$ cat config.mk
export PLATFORM = sky130hd
export DESIGN_NAME = result_uart_tx_flat
export DESIGN_NICKNAME = d
export VERILOG_FILES = /design/src/rtl/result_uart_tx_if.sv /design/src/rtl/result_uart_tx.sv /design/src/flat_wrapper.sv
export SDC_FILE = /design/constraint.sdc
export NUM_CORES = 1
export LEC_CHECK = 0
export ABC_AREA = 1
export CAP_MARGIN = 0
export CORE_ASPECT_RATIO = 1.1
export CORE_UTILIZATION = 49
export CTS_CLUSTER_DIAMETER = 100
export DETAILED_ROUTE_END_ITERATION = 8
export GPL_TIMING_DRIVEN = 0
export HOLD_SLACK_MARGIN = 0.02
export MAX_ROUTING_LAYER = met4
export PLACE_DENSITY = 0.76
export REMOVE_ABC_BUFFERS = 1
export SLEW_MARGIN = 20
export SYNTH_ARGS = -nofsm -noshare
export SYNTH_HDL_FRONTEND = slang
export SYNTH_SLANG_ARGS = --single-unit
$ cat constraint.sdc
create_clock -name clk -period 2.49 [get_ports clk]
set_input_delay 0.249 -clock clk [delete_from_list [all_inputs] [get_ports clk]]
set_output_delay 0.249 -clock clk [all_outputs]
set_load 0.005 [all_outputs]
$ cat src/rtl/result_uart_tx_if.sv
// result_uart_tx_if: matrix/send request in, UART line and transfer status out
interface result_uart_tx_if;
  logic [53:0] result;
  logic send;
  logic tx;
  logic busy;
  logic done;
  logic [3:0] elem_idx;
  modport master (output result, send, input tx, busy, done, elem_idx);
  modport slave (input result, send, output tx, busy, done, elem_idx);
endinterface

$ cat src/rtl/result_uart_tx.sv
// result_uart_tx: sends a packed 3x3 matrix of 6-bit elements as nine 8N1 UART bytes; ports clk, rst (async high), bus (result/send in, tx/busy/done/elem_idx out)
module result_uart_tx #(
  parameter int CLKS_PER_BIT = 868
) (
  input logic clk,
  input logic rst,
  result_uart_tx_if.slave bus
);
  localparam logic [15:0] CNT_MAX = 16'(CLKS_PER_BIT - 1);
  typedef enum logic [1:0] {IDLE, START, DATA, STOP} state_t;
  state_t state_q, state_d;
  logic [15:0] cnt_q, cnt_d;
  logic [2:0] bit_q, bit_d, bit_nx;
  logic [3:0] idx_q, idx_d;
  logic [53:0] shadow_q, shadow_d;
  logic tx_q, tx_d, busy_q, busy_d, done_q, done_d;
  logic [7:0] cur_byte;
  logic last;
  assign cur_byte = {2'b00, shadow_q[5:0]};
  assign last = cnt_q == CNT_MAX;
  assign bit_nx = bit_q + 3'd1;
  always_ff @(posedge clk or posedge rst) begin
    if (rst) begin
      state_q <= IDLE;
      cnt_q <= '0;
      bit_q <= '0;
      idx_q <= '0;
      shadow_q <= '0;
      tx_q <= 1'b1;
      busy_q <= 1'b0;
      done_q <= 1'b0;
    end else begin
      state_q <= state_d;
      cnt_q <= cnt_d;
      bit_q <= bit_d;
      idx_q <= idx_d;
      shadow_q <= shadow_d;
      tx_q <= tx_d;
      busy_q <= busy_d;
      done_q <= done_d;
    end
  end
  // the shadow shifts down one element per byte, so the current element is always shadow_q[5:0]
  always_comb begin
    state_d = state_q;
    cnt_d = last ? 16'd0 : cnt_q + 16'd1;
    bit_d = bit_q;
    idx_d = idx_q;
    shadow_d = shadow_q;
    tx_d = tx_q;
    busy_d = busy_q;
    done_d = 1'b0;
    case (state_q)
      IDLE: begin
        cnt_d = '0;
        if (bus.send) begin
          shadow_d = bus.result;
          state_d = START;
          tx_d = 1'b0;
          busy_d = 1'b1;
        end
      end
      START: if (last) begin
        state_d = DATA;
        bit_d = '0;
        tx_d = cur_byte[0];
      end
      DATA: if (last) begin
        state_d = bit_q == 3'd7 ? STOP : DATA;
        bit_d = bit_nx;
        tx_d = bit_q == 3'd7 ? 1'b1 : cur_byte[bit_nx];
      end
      STOP: if (last) begin
        state_d = idx_q == 4'd8 ? IDLE : START;
        idx_d = idx_q == 4'd8 ? 4'd0 : idx_q + 4'd1;
        shadow_d = shadow_q >> 6;
        tx_d = idx_q == 4'd8;
        busy_d = idx_q != 4'd8;
        done_d = idx_q == 4'd8;
      end
      default: state_d = IDLE;
    endcase
  end
  assign bus.tx = tx_q;
  assign bus.busy = busy_q;
  assign bus.done = done_q;
  assign bus.elem_idx = idx_q;
endmodule
$ cat src/flat_wrapper.sv
// flat-port wrapper written by rule: the top's interface ports become plain ports
module result_uart_tx_flat 
#(
  parameter int CLKS_PER_BIT = 868
)
  (clk, rst, bus_result, bus_send, bus_tx, bus_busy, bus_done, bus_elem_idx);
  result_uart_tx_if bus_i ();
  input logic clk;
  input logic rst;
  input wire logic [$bits(bus_i.result)-1:0] bus_result;
  input wire logic [$bits(bus_i.send)-1:0] bus_send;
  output wire logic [$bits(bus_i.tx)-1:0] bus_tx;
  output wire logic [$bits(bus_i.busy)-1:0] bus_busy;
  output wire logic [$bits(bus_i.done)-1:0] bus_done;
  output wire logic [$bits(bus_i.elem_idx)-1:0] bus_elem_idx;
  assign bus_i.result = bus_result;
  assign bus_i.send = bus_send;
  assign bus_tx = bus_i.tx;
  assign bus_busy = bus_i.busy;
  assign bus_done = bus_i.done;
  assign bus_elem_idx = bus_i.elem_idx;
  result_uart_tx #(.CLKS_PER_BIT(CLKS_PER_BIT)) u_core (.clk(clk), .rst(rst), .bus(bus_i));
endmodule
After elaboration in Yosys (flattened, before gate mapping)
Index checks and enable logic that the tools add are counted.

operators by class
  add/sub/neg operators = 3
  multipliers = 0
  $lt $le $gt $ge = 1
  shift-type cells = 0
  div/mod/pow operators = 0
  multiplexer cells = 29
  eq/ne operators = 11
  bitwise gates (word level) = 0
  reduce and logical (&&, ||, !) cells = 7

operators with widths
  cell                   count
  $mux 54                2
  $pmux 54 s2            1
  $mux 16                2
  $add 16x1->16 const B  1
  $eq 16x10->1 const B   1
  $mux 1                 12
  $mux 2                 4
  $pmux 2 s4             1
  $mux 3                 2
  $ne 2x1->1 const B     3
  $pmux 3 s2             1
  $reduce_and 3->1       2
  $add 4x1->4 const B    1
  $eq 2x2->1 const B     2
  $eq 4x4->1 const B     1
  $lt 3x4->1 const B     1
  $mux 4                 1
  $ne 4x4->1 const B     1
  $pmux 1 s4             1
  $reduce_and 4->1       1
  $reduce_bool 2->1      2
  $add 3x1->3 const B    1
  $bmux 1 s3             1
  $eq 3x3->1 const B     1
  5 further kinds        5

storage, ports and cells
  bits in registers = 82
  bits in latches = 0
  input bits = 57
  RAM bits = 0
  output and inout bits = 7
  bits in read-only memories = 0
  memories kept = 0

Longest topological paths before layout
Gate-level depths: netlist (run 1).

  word-level depth = 6
  gate-level depth with buffers = 12

Worst setup path after synthesis (run 1)
No wires, ideal clock.

  path type = register to register
  start point = register u_core.state_q[0]
  end point = register u_core.shadow_q[8]
  arrival time = 1.601 ns
  buffers on the path = 3
  slack = 0.824 ns
  stages on the path, launching flop included = 10
  setup time = 0.065 ns
  required time = 2.425 ns
  path through = dfrtp_1 -> ha_1 -> clkbuf_1 -> inv_1 -> buf_2 -> buf_1 -> nand2_1 -> nand2_1 -> nand3_2 -> nand2_1

on the way
  longest elaborated chain between the ends = 3
  elaborated cells between the ends (all ways) = 7

RTL lines
  what                                                RTL line              source
  start: declaration                                  result_uart_tx.sv:11  state_t state_q, state_d;
  start signal: assignment                            result_uart_tx.sv:33  state_q <= state_d;
  $eq 2x2->1 or $logic_not 2->1 (tied branches)       result_uart_tx.sv:53  case (state_q)
  $ne 2x1->1 (no line), or another cell as far along  --
  $reduce_and 3->1 (no line)                          --
  end signal: assignment                              result_uart_tx.sv:37  shadow_q <= shadow_d;
  end: declaration                                    result_uart_tx.sv:15  logic [53:0] shadow_q, shadow_d;

Several ways; a longest one is shown, not always the timed one.
A chain may end at the register's enable or synchronous reset.

Worst setup path after layout (run 1)
  start point = register u_core.state_q[0]
  end point = register u_core.shadow_q[4]

Same word-level chain as after synthesis.

==> reports/qor.log, run 1 <==
INFO  status         status=completed
INFO  die            chipHeight=101um
INFO  run            max-cap-violations=0
INFO  drt            routed-wl-met2=4660um
INFO  placed_design  place_congestion=0.857
INFO  drt            route.vias.total=3,921
INFO  critical_path  ordered_cell_list_for_the_critical_path=ha_2 -> buf_12 -> inv_4 -> nand2_1 -> o21ai_4 -> buf_8 -> nand2_8 -> nand2_1 -> nand2_1
INFO  die            num_io_pins=64
INFO  sta            post-route-min-period=2.23ns
INFO  sta            slew_violations=0
INFO  critical_path  critical_path_class=reg -> reg
INFO  sta            fmaxAchievable=0.448GHz
INFO  die            fp.dieArea=9370um2
INFO  sta            layout_worst_path_cycle_share=0.896
INFO  critical_path  end_kind=flop
INFO  sta            hold_violations=0
INFO  drt            metal_1_wl=4220um
INFO  yosys          synthesis.area=4410um2
INFO  drt            post_detailed_route_via_to_cell_ratio=5.01
INFO  placed_design  place_area=5190um2
INFO  global_route   grt_antenna_before_repair=0
INFO  clocking       cts_tree=yes
INFO  global_route   globalRouteOverflowTotal=0
INFO  global_route   via_count_of_the_first_global_routing_pass=3,626
INFO  critical_path  crit_fanout=55
INFO  critical_path  cp_data_required_time=2.73ns
INFO  placed_design  dpl.cell_count=765
INFO  pwr            power_density=452nW/um2
INFO  sta            totalNegativeSetupSlack=0ns
INFO  yosys          synth_sequential_area_ratio=0.466
INFO  drt            finalWirelength=9240um
INFO  drt            number_of_drc_markers_after_the_initial_detailed_route_iteration=183
INFO  sta            grt_setup_unrepaired=false
INFO  drt            drtAntennaViolNets=0
INFO  drt            dr_wl_met3=322um
INFO  die            std_cell_rows=35
INFO  critical_path  critical-path-max-stage-delay=0.43ns
INFO  placed_design  dp_hpwl=6270um
INFO  final_layout   drive_above_1_share=0.0641
INFO  yosys          synth-warning-count=0
INFO  critical_path  critPathTopFamily=buffers and inverters
INFO  critical_path  crit_arrival=2.47ns
INFO  pwr            leakagePower=2.86nW
INFO  die            die_width=92.4um
INFO  die            start_util=0.516
INFO  final_layout   most-common-layout-cells=sky130_fd_sc_hd__nand2_1 (314), sky130_fd_sc_hd__dfrtp_1 (81), sky130_fd_sc_hd__clkdlybuf4s50_1 (63)
INFO  die            core-area=8540um2
INFO  final_layout   net_count_of_the_finished_layout=733
INFO  critical_path  worst_path_max_delay_cell=sky130_fd_sc_hd__dfrtp_1
INFO  global_route   global_route_wire_length_before_repair=16,000um
INFO  final_layout   layout.cells.most_common=sky130_fd_sc_hd__nand2_1
INFO  drt            wl_per_cell=11.8um
INFO  sta            measured_slew_at_the_worst_slew_check_pin=0.436ns
INFO  final_layout   final_core_util=0.633
INFO  clocking       clk-insertion-delay-late=0.34ns
INFO  final_layout   antennaDiodeCount=0
INFO  critical_path  crit_buf_inv=3
INFO  clocking       cts_root_buffer=sky130_fd_sc_hd__clkbuf_8
INFO  final_layout   final_cell_count_no_fill=782
INFO  sta            finalSetupViolations=0
INFO  pwr            peakVddDrop=0.000281V
INFO  hold_path      min-delay-path-class=in -> async
INFO  yosys          synth-seq-cells=82
INFO  clocking       cts_buffer_depth=2
INFO  clocking       ctsHoldBuffers=0
INFO  clocking       clock_sinks=82
INFO  yosys          post_synth.cell_area_avg=7.19um2
INFO  critical_path  critPathLaunchType=flop
INFO  yosys          synth.lib_cells_used.distinct=29
INFO  global_route   grt_use_total=0.217
INFO  sta            final.setup_skew=0.0131ns
INFO  global_route   maximum_number_of_pins_on_one_net_before_global_route_repair=59
INFO  sta            maxSlewHeadroom=0.707
INFO  critical_path  critical-path-top-cell-by-count=sky130_fd_sc_hd__nand2_1
INFO  critical_path  worstSetupStartpoint=u_core.state_q[0]
INFO  drt            remaining_drc_errors=0
INFO  final_layout   design_area_final=5410um2
INFO  drt            drtPass1Iterations=5
INFO  critical_path  r2r_startpoint=u_core.state_q[0]
INFO  clocking       clkTransAtPathRegs=0.08ns
INFO  drt            top_layer=met4
INFO  placed_design  port_buffers=63
INFO  final_layout   area_growth=22.8%
INFO  clocking       clock_h_tree_levels=3
INFO  clocking       total_clock_buffers_created_by_cts=9
INFO  yosys          synth_cells=613
kinds of logic after synthesis:
logic type / after synthesis / share of synthesized area
XOR/XNOR: 7 / 0.0139
AO/OA/AOI/OAI: 18 / 0.0253
buffers and inverters: 65 / 0.0616
flip-flops: 82 / 0.466
AND/OR/NAND/NOR: 431 / 0.405
adder cells (fa/ha/maj): 10 / 0.0284
flip-flops by register name, indices dropped and copies added, names as in the netlist:
signal,cells
u_core.bus.tx,1
u_core.bit_q,3
u_core.bus.done,1
u_core.bus.elem_idx,4
u_core.state_q,2
u_core.shadow_q,54
u_core.cnt_q,16
u_core.bus.busy,1
Yosys cell counts, drive strengths merged:
cell type,number,area [um2]
nand2,317,1200
dfrtp,81,2030
nand3,55,325
nor2,43,164
inv,36,135
buf,16,87.6
clkbuf,12,45.0
ha,10,125
nand4,10,62.6
a21oi,7,35.0
o21ai,7,46.3
xor2,5,43.8
nor3,4,20.0
xnor2,2,17.5
a2111oi,1,8.76
a211oi,1,7.51
clkinv,1,3.75
dfstp,1,26.3
nor3b,1,7.51
nor4,1,6.26
o21a,1,7.51
o22ai,1,6.26
layer usage:
| metal | track usage | vias to the layer above |
|---|---|---|
| li1 | - | 2007 |
| met1 | 0.271 | 1823 |
| met3 | 0.0240 | 4 |
| met4 | 0.0781 | 0 |
| met5 | - | - |
| met2 | 0.368 | 87 |
stage by stage:
step           hold slack, ns  power [W]  worst slack, ns
2_1_floorplan           0.406    0.00141            -1.75
3_3_place_gp            0.446    0.00151            -3.77
3_5_place_dp            0.453    0.00152           -0.624
4_1_cts                 0.229    0.00247            0.118
5_1_grt                 0.261    0.00255           0.0774
6_report                0.226    0.00244            0.260
worst register-to-register path, stage by stage (launching register included):
cell and delay [ns]:
sky130_fd_sc_hd__dfrtp_1 0.43, sky130_fd_sc_hd__ha_2 0.31, sky130_fd_sc_hd__buf_12 0.21, sky130_fd_sc_hd__inv_4 0.29, sky130_fd_sc_hd__nand2_1 0.15, sky130_fd_sc_hd__o21ai_4 0.10
sky130_fd_sc_hd__buf_8 0.20, sky130_fd_sc_hd__nand2_8 0.23, sky130_fd_sc_hd__nand2_1 0.16, sky130_fd_sc_hd__nand2_1 0.06
path summary, 6_finish.rpt:
path                       cells after the start  slack, ns                endpoint
setup / recovery                               9       0.26      u_core.shadow_q[4]
hold / removal                                 2       0.23  u_core.bus.elem_idx[1]
setup reg to reg                               9       0.26      u_core.shadow_q[4]
hold reg to reg                                1       0.46         u_core.cnt_q[0]
max in group asynchronous                      3       1.63           u_core.bus.tx
min in group clk                               1       0.46         u_core.cnt_q[0]
area by class of cell:
cell class | instances | area, um2
Fill cell | 742 | 3130
Clock buffer | 12 | 145
Inverter | 37 | 145
Clock inverter | 4 | 51.3
Sequential cell | 82 | 2050
Multi-Input combinational cell | 466 | 2100
Timing Repair Buffer | 70 | 776
Tap cell | 111 | 139
timing repair:
item                                    in CTS  in global routing
endpoints found under the setup margin      55                 55
pin swaps                                    1                  0
setup buffers                                1                  0
gates resized for setup                      3                  1
hold endpoints to repair                     0                  0
report_power, final:
part | internal [W] | switching [W] | leakage (nW)
logic | 0.0000957 | 0.0000627 | 1.64
clock network | 0.000492 | 0.000463 | 0.0966
registers | 0.00133 | 0 | 1.12
No activity file was read; power rests on OpenSTA's default activity.
==> inputs of run 2 (changes only) <==
--- a/config.mk
+++ b/config.mk
@@ -8,9 +8,12 @@
 export ABC_AREA = 1
 export CAP_MARGIN = 0
 export CORE_ASPECT_RATIO = 1.1
+export CORE_MARGIN = 3
 export CORE_UTILIZATION = 49
+export CTS_BUF_LIST = sky130_fd_sc_hd__clkbuf_16
 export CTS_CLUSTER_DIAMETER = 100
 export DETAILED_ROUTE_END_ITERATION = 8
+export GPL_ROUTABILITY_DRIVEN = 1
 export GPL_TIMING_DRIVEN = 0
 export HOLD_SLACK_MARGIN = 0.02
 export MAX_ROUTING_LAYER = met4
==> run 2 against run 1 <==
  * Clock power rose by 60%
  * Clock-buffer cell count fell by 3
  * Largest cell class unchanged
  * Combinational power barely moved
  * Register-to-register slack barely moved
  * Worst hold slack improved by 0.015 ns
  * Global-route usage fell by 0.29 points
  * Clock skew fell by 0.0051 ns
  * First-iteration DRC count fell by 5.5%
  * Design area rose by 3.1%
  * Utilization rose by 1.6 points
==> reports/qor.log, run 2 (synthesis gave the netlist of run 1 again) <==
INFO  status         status=completed
INFO  critical_path  critical-path-max-stage-delay=0.44ns
INFO  run            max-cap-violations=0
INFO  critical_path  cp_data_required_time=2.76ns
INFO  clocking       cts_tree=yes
INFO  placed_design  dpl.cell_count=765
INFO  final_layout   top_register=u_core.shadow_q
INFO  clocking       clkTransAtPathRegs=0.06ns
INFO  placed_design  placement_setup_slack=-0.836ns
INFO  pwr            power_switching_share=0.202
INFO  die            num_io_pins=64
INFO  critical_path  critPathTopFamily=buffers and inverters
INFO  global_route   grt_antenna_before_repair=0
INFO  global_route   global_route_wire_length_before_repair=17,000um
INFO  final_layout   layout.cells.most_common=sky130_fd_sc_hd__nand2_1
INFO  drt            finalWirelength=9900um
INFO  drt            number_of_drc_markers_after_the_initial_detailed_route_iteration=173
INFO  sta            totalNegativeSetupSlack=0ns
INFO  final_layout   number_of_flip_flops_in_the_largest_register=54
INFO  critical_path  worst_path_max_delay_cell=sky130_fd_sc_hd__dfrtp_1
INFO  final_layout   net_count_of_the_finished_layout=733
INFO  pwr            power_density=541nW/um2
INFO  clocking       clk-insertion-delay-late=0.34ns
INFO  drt            drtAntennaViolNets=0
INFO  clocking       ctsHoldBuffers=0
INFO  sta            post-route-min-period=2.24ns
INFO  final_layout   most-common-layout-cells=sky130_fd_sc_hd__nand2_1 (314), sky130_fd_sc_hd__dfrtp_1 (81), sky130_fd_sc_hd__clkdlybuf4s50_1 (63)
INFO  sta            maxSlewHeadroom=0.703
INFO  critical_path  critPathLaunchType=flop
INFO  global_route   maximum_number_of_pins_on_one_net_before_global_route_repair=58
INFO  sta            hold_violations=0
INFO  pwr            p_sw=0.000610W
INFO  die            start_util=0.513
INFO  sta            layout_worst_path_cycle_share=0.898
INFO  final_layout   n_fill_cell=727
INFO  final_layout   antennaDiodeCount=0
INFO  drt            post_detailed_route_via_to_cell_ratio=5.10
INFO  sta            grt_setup_unrepaired=false
INFO  final_layout   final_cell_count_no_fill=782
INFO  die            fp.dieArea=10,200um2
INFO  pwr            comb_power_share=0.053
INFO  sta            hold-worst-slack=0.242ns
INFO  clocking       cts_buffer_depth=2
INFO  global_route   globalRouteOverflowTotal=0
INFO  placed_design  port_buffers=63
INFO  placed_design  place_congestion=0.866
INFO  global_route   grt_use_total=0.214
INFO  critical_path  end_kind=flop
INFO  drt            drtPass1Iterations=4
INFO  clocking       cts_root_buffer=sky130_fd_sc_hd__clkbuf_16
INFO  critical_path  critical_path_class=reg -> reg
INFO  drt            remaining_drc_errors=0
INFO  placed_design  dp_hpwl=6570um
INFO  clocking       clock_sinks=82
INFO  pwr            clock_power_share=0.506
INFO  die            core-area=8580um2
INFO  final_layout   area_growth=26.6%
INFO  drt            route.vias.total=3,987
INFO  die            std_cell_rows=35
INFO  sta            timing.final.ws_setup=0.255ns
INFO  critical_path  critical-path-top-cell-by-count=sky130_fd_sc_hd__nand2_1
INFO  critical_path  crit_arrival=2.51ns
INFO  die            chipHeight=105um
INFO  die            die_width=96.4um
INFO  sta            finalSetupViolations=0
INFO  critical_path  crit_fanout=28
INFO  pwr            p_seq_frac=0.441
INFO  hold_path      min-delay-path-class=in -> async
INFO  clocking       total_clock_buffers_created_by_cts=9
INFO  pwr            leakagePower=2.93nW
INFO  pwr            peakVddDrop=0.000330V
INFO  sta            measured_slew_at_the_worst_slew_check_pin=0.442ns
INFO  sta            final.setup_skew=0.00803ns
INFO  sta            fmaxAchievable=0.447GHz
INFO  sta            slew_violations=0
INFO  drt            wl_per_cell=12.7um
INFO  clocking       clock_h_tree_levels=3
INFO  final_layout   final_core_util=0.650
INFO  global_route   via_count_of_the_first_global_routing_pass=3,782
INFO  pwr            internal_power_of_the_cells=0.00241W
INFO  critical_path  crit_buf_inv=4
INFO  final_layout   drive_above_1_share=0.0656
INFO  critical_path  ordered_cell_list_for_the_critical_path=ha_4 -> buf_16 -> inv_4 -> nand2_1 -> o21ai_4 -> buf_4 -> buf_8 -> nand3_1 -> nand2_1
[run 2: cell count changes in the layout (fill, tap and decap cells not counted), moves of 2 or more]
cell / previous run / this run
sky130_fd_sc_hd__clkbuf_16: 0 / 9
sky130_fd_sc_hd__clkinv_2: 2 / 0
sky130_fd_sc_hd__clkbuf_8: 10 / 0
sky130_fd_sc_hd__bufinv_16: 1 / 3
sky130_fd_sc_hd__clkbuf_1: 2 / 0
[run 2: final timing paths]
| kind | startpoint | endpoint | slack [ns] | cells past startpoint |
|---|---|---|---|---|
| max | u_core.state_q[0] | u_core.shadow_q[32] | 0.25 | 9 |
| min | rst | u_core.cnt_q[9] | 0.24 | 2 |
| min reg2reg | u_core.cnt_q[0] | u_core.cnt_q[0] | 0.46 | 1 |
| min in group clk | u_core.cnt_q[0] | u_core.cnt_q[0] | 0.46 | 1 |
| max reg2reg | u_core.state_q[0] | u_core.shadow_q[32] | 0.25 | 9 |
| max in group asynchronous | rst | u_core.bus.tx | 1.63 | 3 |
[run 2: metrics by stage]
stage / power [W] / area, um2
6_report: 0.00302 / 5580
3_5_place_dp: 0.00152 / 5190
4_1_cts: 0.00304 / 5560
3_3_place_gp: 0.00151 / 5040
5_1_grt: 0.00312 / 5580
2_1_floorplan: 0.00141 / 4270
[run 2: cell type report]
| class | instances | area, um2 | area share |
|---|---|---|---|
| repair buffers | 70 | 783 | 0.140 |
| clock inverters | 7 | 119 | 0.0213 |
| inverters | 37 | 146 | 0.0263 |
| multi-input cells | 466 | 2110 | 0.378 |
| clock buffers | 9 | 225 | 0.0404 |
| well taps | 111 | 139 | 0.0249 |
| flip-flops and latches | 82 | 2050 | 0.368 |
[run 2: layer usage]
layer / global-route usage / share of wire / vias to the layer above
met1: 0.263 / 0.44 / 1887
met5: - / 0 / -
met2: 0.361 / 0.51 / 80
li1: - / - / 2012
met4: 0.0641 / 0.011 / 0
met3: 0.0343 / 0.038 / 8
[run 2: power groups by stage]
stage / Sequential [W] / Combinational [W] / Clock (W)
after detailed placement: 0.00136 / 0.000161 / 0
after global routing: 0.00133 / 0.000178 / 0.00161
after floorplan: 0.00136 / 0.0000513 / 0
final: 0.00133 / 0.000159 / 0.00153
after global placement: 0.00136 / 0.000154 / 0
after CTS: 0.00133 / 0.000162 / 0.00154
[run 2: what timing repair did]
| action | in CTS | in global routing |
|---|---|---|
| pin swaps | 1 | 0 |
| resized for setup | 4 | 2 |
| endpoints found under the setup margin | 55 | 55 |
| gates cloned | 0 | 0 |
| buffers inserted | 1 | 0 |
==> inputs of run 3 (changes only) <==
--- a/config.mk
+++ b/config.mk
@@ -5,7 +5,6 @@
 export SDC_FILE = /design/constraint.sdc
 export NUM_CORES = 1
 export LEC_CHECK = 0
-export ABC_AREA = 1
 export CAP_MARGIN = 0
 export CORE_ASPECT_RATIO = 1.1
 export CORE_MARGIN = 3
==> run 3 against run 2 <==
  * Global-route usage fell by 2.5 points
  * Via count is 29% lower
  * Non-clock buffer count up 1
  * Fmax shrank 5.8%
==> reports/qor.log, run 3 <==
INFO  status         status=completed
INFO  sta            maxSlewHeadroom=0.595
INFO  die            die_width=95.8um
INFO  placed_design  place_congestion=0.829
INFO  placed_design  place_area=5120um2
INFO  yosys          synth.top_cell.area_share=0.466
INFO  pwr            peakVddDrop=0.000368V
INFO  sta            finalSetupViolations=0
INFO  clocking       clkTransAtPathRegs=0.07ns
INFO  yosys          synth_sequential_area_ratio=0.472
INFO  pwr            power_switching_share=0.213
INFO  pwr            comb_power_share=0.075
INFO  final_layout   top_register=u_core.shadow_q
INFO  yosys          post_synth_main_area_contributors=sky130_fd_sc_hd__dfrtp_1 (47%), sky130_fd_sc_hd__mux2_2 (21%), sky130_fd_sc_hd__mux2_4 (6.9%), sky130_fd_sc_hd__ha_1 (2.9%), sky130_fd_sc_hd__xor2_1 (2.0%)
INFO  yosys          dominantRegCellSynth=sky130_fd_sc_hd__dfrtp_1
INFO  yosys          synth.lib_cells_used.distinct=43
INFO  drt            drtAntennaViolNets=0
INFO  die            std_cell_rows=35
INFO  clocking       cts_buffer_depth=2
INFO  run            max-cap-violations=0
INFO  sta            post-route-min-period=2.37ns
INFO  drt            number_of_drc_markers_after_the_initial_detailed_route_iteration=135
INFO  pwr            p_seq_frac=0.477
INFO  critical_path  worst_path_max_delay_cell=sky130_fd_sc_hd__dfrtp_1
INFO  yosys          post_synth.cell_area_avg=12.6um2
INFO  global_route   grt_use_total=0.190
INFO  drt            wl_per_cell=16.4um
INFO  clocking       cts_root_buffer=sky130_fd_sc_hd__clkbuf_16
INFO  clocking       clock_sinks=82
INFO  final_layout   design_area_final=5470um2
INFO  sta            hold_violations=0
INFO  die            num_io_pins=64
INFO  final_layout   antennaDiodeCount=0
INFO  drt            route.vias.total=2,850
INFO  placed_design  port_buffers=63
INFO  die            start_util=0.512
INFO  placed_design  dp_hpwl=6040um
INFO  yosys          synth-warning-count=0
INFO  global_route   global_route_wire_length_before_repair=14,600um
INFO  final_layout   area_growth=25.7%
INFO  sta            layout_worst_path_cycle_share=0.953
INFO  pwr            power_density=535nW/um2
INFO  critical_path  ordered_cell_list_for_the_critical_path=ha_4 -> nor3b_4 -> nand4_4 -> a211oi_4 -> buf_8 -> buf_8 -> buf_8 -> mux2_2
INFO  critical_path  crit_arrival=2.59ns
INFO  critical_path  critical-path-max-stage-delay=0.40ns
INFO  global_route   grt_antenna_before_repair=0
INFO  pwr            p_sw=0.000623W
INFO  pwr            clock_power_share=0.448
INFO  global_route   maximum_number_of_pins_on_one_net_before_global_route_repair=52
INFO  drt            post_detailed_route_via_to_cell_ratio=5.45
INFO  hold_path      min-delay-path-class=in -> async
INFO  yosys          synthesis.area=4350um2
INFO  critical_path  cp_data_required_time=2.71ns
INFO  clocking       total_clock_buffers_created_by_cts=9
INFO  critical_path  end_kind=flop
INFO  critical_path  critical-path-top-cell-by-count=sky130_fd_sc_hd__buf_8
INFO  final_layout   drive_above_1_share=0.328
INFO  yosys          synth_async_sr_flop_share=1.00
INFO  sta            final.setup_skew=0.0106ns
INFO  placed_design  dpl.cell_count=505
INFO  critical_path  critPathLaunchType=flop
INFO  critical_path  crit_fanout=11
INFO  yosys          post_synth_most_frequent_cells=sky130_fd_sc_hd__dfrtp_1 (81), sky130_fd_sc_hd__mux2_2 (81), sky130_fd_sc_hd__mux2_4 (20)
INFO  die            core-area=8500um2
INFO  sta            timing.final.ws_setup=0.117ns
INFO  die            fp.dieArea=10,000um2
INFO  sta            grt_setup_unrepaired=false
INFO  final_layout   final_cell_count_no_fill=523
INFO  clocking       cts_tree=yes
INFO  final_layout   net_count_of_the_finished_layout=474
INFO  sta            totalNegativeSetupSlack=0ns
INFO  drt            finalWirelength=8550um
INFO  pwr            leakagePower=2.27nW
INFO  final_layout   most-common-layout-cells=sky130_fd_sc_hd__mux2_2 (81), sky130_fd_sc_hd__dfrtp_1 (81), sky130_fd_sc_hd__clkdlybuf4s50_1 (63)
INFO  global_route   globalRouteOverflowTotal=0
INFO  yosys          synth_cells=345
INFO  yosys          synth-seq-cells=82
INFO  final_layout   number_of_flip_flops_in_the_largest_register=54
INFO  drt            drtPass1Iterations=4
INFO  critical_path  critical_path_class=reg -> reg
INFO  clocking       clk-insertion-delay-late=0.34ns
INFO  pwr            internal_power_of_the_cells=0.00230W
INFO  global_route   via_count_of_the_first_global_routing_pass=3,023
INFO  drt            remaining_drc_errors=0
INFO  placed_design  placement_setup_slack=-0.350ns
INFO  clocking       clock_h_tree_levels=3
INFO  die            chipHeight=105um
INFO  yosys          yosys.area.top_type=sky130_fd_sc_hd__dfrtp_1
INFO  sta            measured_slew_at_the_worst_slew_check_pin=0.608ns
INFO  yosys          number_of_enable_flip_flop_cells_after_synthesis=0
INFO  sta            slew_violations=0
INFO  sta            fmaxAchievable=0.421GHz
## run 3: what timing repair did
action | CTS | global route
endpoints found under the setup margin | 42 | 19
resized for setup | 1 | 5
pin swaps | 1 | 2
hold buffers | 0 | 0
buffers inserted | 1 | 1
## run 3: cells by family after synthesis
logic type | after synthesis | share of synthesized area
simple gates | 67 | 0.0877
mux | 106 | 0.293
xor+xnor | 11 | 0.0222
buf+inv | 34 | 0.0411
compound gates | 35 | 0.0550
flops | 82 | 0.472
fa+ha+maj | 10 | 0.0288
## run 3: worst max-delay path, delay by kind of cell, from the launching register on
family / cells / cell delay, ns
compound gates: 1 / 0.33
fa+ha+maj: 1 / 0.20
buf+inv: 3 / 0.54
flops: 1 / 0.40
mux: 1 / 0.34
simple gates: 2 / 0.44
## run 3: worst paths after layout
path / from / endpoint / slack [ns] / cells after the start
max in group asynchronous: rst / u_core.shadow_q[24] / 1.63 / 3
min: rst / u_core.shadow_q[23] / 0.26 / 2
min in group clk: u_core.shadow_q[38] / u_core.shadow_q[38] / 0.50 / 1
max reg2reg: u_core.cnt_q[0] / u_core.shadow_q[45] / 0.12 / 8
min reg2reg: u_core.shadow_q[38] / u_core.shadow_q[38] / 0.50 / 1
max: u_core.cnt_q[0] / u_core.shadow_q[45] / 0.12 / 8
## run 3: metrics by stage
stage	utilization	power [W]	hold WS, ns
after floorplan	-	0.00152	0.424
after global placement	0.588	0.00163	0.435
after detailed placement	0.603	0.00164	0.448
after CTS	0.638	0.00295	0.276
after global routing	0.643	0.00304	0.313
final	0.643	0.00292	0.262
## run 3: area by class of cell
cell class              count  area (um2)
clock inverters             7        68.8
repair buffers             71         749
flip-flops and latches     82        2050
inverters                  14        55.1
well taps                 111         139
clock buffers               9         225
multi-input cells         229        2180
fillers                   656        3030
## run 3: power groups by stage
stage,Clock [W],Sequential (W),Combinational (W)
2_1_floorplan,0,0.00141,0.000107
3_3_place_gp,0,0.00142,0.000210
3_5_place_dp,0,0.00142,0.000222
4_1_cts,0.00134,0.00139,0.000223
5_1_grt,0.00140,0.00140,0.000240
6_report,0.00131,0.00139,0.000218
## run 3: per-layer routing
metal  GRT usage  vias up  wire, um
met5           -        -         0
met4      0.0630        0       153
met3      0.0418       12       323
met2       0.298       63      4340
met1       0.243     1409      3740
li1            -     1366         -
